==> config.mk <==
export PLATFORM = sky130hd
export DESIGN_NAME = uart_tx_fifo
export DESIGN_NICKNAME = d
export VERILOG_FILES = /design/src/rtl/uart_tx_fifo.sv
export SDC_FILE = /design/constraint.sdc
export NUM_CORES = 1
export LEC_CHECK = 0
export ABC_AREA = 1
export CAP_MARGIN = 40
export CORE_UTILIZATION = 35
export CTS_CLUSTER_DIAMETER = 200
export DETAILED_ROUTE_END_ITERATION = 10
export PLACE_DENSITY_LB_ADDON = 0.12
export SLEW_MARGIN = 20
export SYNTH_ARGS = -nofsm -noshare
export SYNTH_HDL_FRONTEND = slang
export SYNTH_SLANG_ARGS = --single-unit
==> constraint.sdc <==
create_clock -name clk_i -period 2.46 [get_ports clk_i]
set_input_delay 0.246 -clock clk_i [delete_from_list [all_inputs] [get_ports clk_i]]
set_output_delay 0.246 -clock clk_i [all_outputs]
set_load 0.01 [all_outputs]
==> src/rtl/uart_tx_fifo.sv <==
// 8N1 UART transmitter fed by a small circular byte FIFO over a valid/ready handshake.
// Frames are sent LSB-first and run back-to-back whenever the FIFO holds another byte.
module uart_tx_fifo #(
  parameter int CLK_FREQ     = 100000000,
  parameter int BAUD         = 115200,
  parameter int CLKS_PER_BIT = CLK_FREQ / BAUD,
  parameter int FIFO_AW      = 2
) (
  input  logic               clk_i,
  input  logic               rst_i,
  input  logic [7:0]         tx_data_i,
  input  logic               tx_valid_i,
  output logic               tx_ready_o,
  output logic               tx_o,
  output logic               busy_o,
  output logic [FIFO_AW:0]   fifo_count_o
);

  localparam int DEPTH = 2 ** FIFO_AW;
  localparam int CW    = (CLKS_PER_BIT > 1) ? $clog2(CLKS_PER_BIT) : 1;
  localparam logic [CW-1:0]    CNT_LAST = CW'(CLKS_PER_BIT - 1);
  localparam logic [FIFO_AW:0] FULL     = (FIFO_AW + 1)'(DEPTH);

  typedef enum logic [1:0] {IDLE, START, DATA, STOP} state_e;

  state_e             state_q;
  logic [7:0]         mem_q [DEPTH];
  logic [FIFO_AW-1:0] wr_ptr_q, rd_ptr_q;
  logic [FIFO_AW:0]   count_q, count_d;
  logic [CW-1:0]      cnt_q;
  logic [2:0]         bit_q;
  logic [7:0]         shift_q;
  logic               tx_q, busy_q;
  logic               push, pop, bit_end, not_empty;

  assign not_empty  = (count_q != '0);
  assign bit_end    = (cnt_q == CNT_LAST);
  assign tx_ready_o = (count_q != FULL);
  assign push       = tx_valid_i & tx_ready_o;
  // Pop only when the serializer is free to load: from IDLE, or at the end of a stop bit.
  assign pop        = not_empty & ((state_q == IDLE) | ((state_q == STOP) & bit_end));

  always_comb begin
    count_d = count_q;
    if (push && !pop) count_d = count_q + (FIFO_AW + 1)'(1);
    else if (pop && !push) count_d = count_q - (FIFO_AW + 1)'(1);
  end

  always_ff @(posedge clk_i) begin
    if (push) mem_q[wr_ptr_q] <= tx_data_i;
  end

  always_ff @(posedge clk_i) begin
    if (rst_i) begin
      wr_ptr_q <= '0;
      rd_ptr_q <= '0;
      count_q  <= '0;
    end else begin
      count_q <= count_d;
      if (push) wr_ptr_q <= wr_ptr_q + FIFO_AW'(1);
      if (pop)  rd_ptr_q <= rd_ptr_q + FIFO_AW'(1);
    end
  end

  always_ff @(posedge clk_i) begin
    if (rst_i) begin
      state_q <= IDLE;
      cnt_q   <= '0;
      bit_q   <= '0;
      shift_q <= '0;
      tx_q    <= 1'b1;
      busy_q  <= 1'b0;
    end else begin
      case (state_q)
        IDLE: begin
          tx_q <= 1'b1;
          if (pop) begin
            shift_q <= mem_q[rd_ptr_q];
            cnt_q   <= '0;
            tx_q    <= 1'b0;
            busy_q  <= 1'b1;
            state_q <= START;
          end
        end
        START: begin
          if (bit_end) begin
            cnt_q   <= '0;
            bit_q   <= '0;
            tx_q    <= shift_q[0];
            state_q <= DATA;
          end else begin
            cnt_q <= cnt_q + CW'(1);
          end
        end
        DATA: begin
          if (bit_end) begin
            cnt_q <= '0;
            if (bit_q == 3'd7) begin
              tx_q    <= 1'b1;
              state_q <= STOP;
            end else begin
              bit_q   <= bit_q + 3'd1;
              shift_q <= shift_q >> 1;
              tx_q    <= shift_q[1];
            end
          end else begin
            cnt_q <= cnt_q + CW'(1);
          end
        end
        STOP: begin
          if (bit_end) begin
            cnt_q <= '0;
            if (pop) begin
              shift_q <= mem_q[rd_ptr_q];
              tx_q    <= 1'b0;
              state_q <= START;
            end else begin
              busy_q  <= 1'b0;
              state_q <= IDLE;
            end
          end else begin
            cnt_q <= cnt_q + CW'(1);
          end
        end
        default: state_q <= IDLE;
      endcase
    end
  end

  assign tx_o         = tx_q;
  assign busy_o       = busy_q;
  assign fifo_count_o = count_q;

endmodule

==> run_results.csv, run 1 <==
group,metric,value,unit
placed_design,dp_hpwl,4.16,mm
die,core-area,0.00872,mm²
clock_network,clk_pin_slew,0.08,ns
global_route,grt_first_pass_wirelength,10.3,mm
placed_design,pre_cts_ws,0.217,ns
die,start_util,36.2,%
synthesis,netlist_instances,353,
sta,rsz0062_at_grt,"no",
sta,setup_ws,0.242,ns
critical_path,worst-setup-path-type,"flop to flop",
detailed_routing,first_pass_iters,4,
synthesis,synthesis.area,0.00316,mm²
job,maxCapViolations,0,
critical_path,crit_slowest_cell,"dfxtp_1",
critical_path,r2r-end,"fifo_count_o[2]",
detailed_routing,viasPerCell,4.76,
synthesis,avgSynthCellArea,8.94,µm²
clock_network,cts_buffers,9,
sta,hold_viol,0,
sta,whs,0.474,ns
critical_path,cp_max_fo,5,
clock_network,post-cts-setup-buffers,0,
clock_network,htree_levels,3,
clock_network,cts_root_buf,"clkbuf_8",
placed_design,port-buffer-count,16,
synthesis,syn_nets,378,
synthesis,synth_seq_area_share,52.0,%
clock_network,cts_resized,0,
die,io_pins,17,
critical_path,rrSetupSlack,0.24,ns
sta,period_share,90.1,%
sta,drv_slew,0,
detailed_routing,wl_per_cell,12.4,µm
clock_network,clock-sinks,66,
sta,min_period,2.22,ns
synthesis,synth-async-reset-ratio,0,%
global_route,grt_overflow_total,0,
layout,layout_common_cells,"nand2_1 (64), nor2_1 (44), dfxtp_1 (34), edfxtp_1 (32)",
status,status,"finished, final reports clean",
layout,antenna_cells,0,
critical_path,worst-path-buf-inv,3,
synthesis,synth_top_area_share,30.5,%
sta,setup_viol,0,
power,peakVddDrop,0.000429,V
worst_hold_path,hold_depth,2,
synthesis,synth_ff_type,"dfxtp_1",
global_route,grt_pass1_vias,2142,
critical_path,cp-start-kind,"flop",
power,powerDensity,1050,mW/mm²
critical_path,required,2.69,ns
sta,worst-slew-pin-transition,0.656,ns
detailed_routing,vias,2343,
synthesis,synth_cell_types,33,
worst_hold_path,hold_path.class,"flop to flop",
placed_design,gp_congestion,0.829,
sta,fmax,451,MHz
worst_hold_path,whs_endpoint,"bit_q[2]",
placed_design,place_area,0.00345,mm²
synthesis,yosys.area.top_type,"edfxtp_1",
critical_path,path_delay_family,"adder cells",
synthesis,synth-edff-count,32,
synthesis,yosysWarningCount,0,
critical_path,cp_cell_sequence,"inv_1, ha_1, inv_1, a21oi_1, nand2_4, ha_1, inv_1, fa_1, a21oi_1, o21ai_0, o21ai_0, a21oi_1",
die,die_h,97.0,µm
critical_path,r2r_cells,12,
die,row_count,34,
detailed_routing,drc,0,
critical_path,critPathMaxStageDelay,0.40,ns
layout,final_common_cell,"nand2_1",
detailed_routing,drt_iter0_drc,76,
critical_path,reg2reg_from,"state_q[0]",
layout,fin_area,0.00365,mm²
synthesis,synth-seq-cells,66,
layout,utilization,41.9,%
sta,finalSetupTns,0,ns
critical_path,endpoint_kind,"flop",
worst_hold_path,min_from,"bit_q[2]",
power,leakagePower,1.45,nW
clock_network,clock_latency,0.34,ns
synthesis,ys_top_cells_by_area,"edfxtp_1 (30%), dfxtp_1 (22%), nand2_1 (7.6%)",
clock_network,cts_tree,"done",
die,die-area,0.00940,mm²
detailed_routing,wirelength,6.10,mm
global_route,antenna_found_initial,0,
layout,drive_gt1_share,10.9,%
clock_network,ctsHoldBuffers,0,
detailed_routing,ant_nets,0,
global_route,grt_max_degree,21,
layout,syn_to_final_growth,15.7,%
clock_network,clk_path_buf_depth,2,
die,die_w,97.0,µm
sta,finClkSkew,0.0132,ns
global_route,grt_util_all_layers,14.1,%
critical_path,critPathArrivalTime,2.45,ns
sta,max_slew_margin,56.2,%
layout,nNetsFinal,404,
-- cell usage after synthesis, types with 3 or more instances --
library cell,instances
nand2_1,64
nor2_1,44
dfxtp_1,34
edfxtp_1,32
a21oi_1,30
inv_1,30
o21ai_0,28
nand3_1,25
ha_1,13
inv_2,6
mux2i_1,6
buf_2,5
clkbuf_1,3
nand2_2,3
nand2_4,3
nand4_1,3
nor3_1,3
-- registers in the layout, summed over array words and instances (netlist names), 2 cells and up, named ones only --
signal        count
wr_ptr_q          2
rd_ptr_q          2
shift_q           8
bit_q             3
state_q           2
mem_q            32
fifo_count_o      3
cnt_q            10
-- worst max-delay path by stage --
stage	endpoint	cells past startpoint	start
3_5_place_dp	fifo_count_o[2]	12	state_q[0]
3_3_place_gp	fifo_count_o[2]	12	state_q[0]
6_report	fifo_count_o[2]	12	state_q[0]
4_1_cts	fifo_count_o[2]	12	state_q[0]
5_1_grt	fifo_count_o[2]	12	state_q[0]
2_1_floorplan	fifo_count_o[2]	12	state_q[0]
-- metal layers --
layer | wire length, µm | up-vias | global-route usage [%]
met2 | 2800 | 30 | 21.7
met4 | 84 | 0 | 7.00
met3 | 192 | 9 | 3.90
li1 | - | 1235 | -
met1 | 3020 | 1069 | 18.3
met5 | 0 | - | 0
-- final cells by class --
type                            instances  area [µm²]
Clock buffer                            9         124
Clock inverter                          7        76.3
Fill cell                             868        5070
Inverter                               37         139
Multi-Input combinational cell        240        1310
Sequential cell                        66        1640
Tap cell                              108         135
Timing Repair Buffer                   25         228
-- worst min-delay path, stage by stage, from the launching register on --
cell,delay [ns]
dfxtp_1,0.32
nand2_1,0.06
a21oi_1,0.05
-- report_power, final --
part | internal [mW] | switching [mW] | total, mW | leakage, nW
clock | 0.475 | 0.444 | 0.919 | 0.0979
sequential | 1.33 | 0.100 | 1.43 | 0.572
combinational | 0.557 | 0.919 | 1.48 | 0.781
total | 2.37 | 1.46 | 3.83 | 1.45
-- cell families (layout without fill, tap and decap cells) --
logic type | after synthesis | after routing | share of synthesized area, %
and+or+nand+nor | 155 | 155 | 22.8
DFF | 66 | 66 | 52.0
AOI/OAI and AO/OA | 64 | 64 | 10.7
buffers and inverters | 47 | 78 | 6.50
adders and majority gates | 14 | 14 | 5.79
muxes | 6 | 6 | 1.90
xor gates and xnor gates | 1 | 1 | 0.278
-- stage by stage --
stage	power, mW	cells
2_1_floorplan	2.60	353
3_3_place_gp	2.95	476
3_5_place_dp	2.95	476
4_1_cts	3.89	492
5_1_grt	4.17	492
6_report	3.83	492
(Power assumes the default switching activity.)
==> inputs of run 2 (changes only) <==
Settings changed: CAP_MARGIN 40 to 15, SKIP_CTS_REPAIR_TIMING set to 1.
==> results of run 2 <==
The final DEF is identical to that of run 1; final timing and power are the same.
==> inputs of run 3 (changes only) <==
Settings changed: CAP_MARGIN 15 to not set.
==> results of run 3 <==
The final DEF is identical to that of run 1; final timing and power are the same.
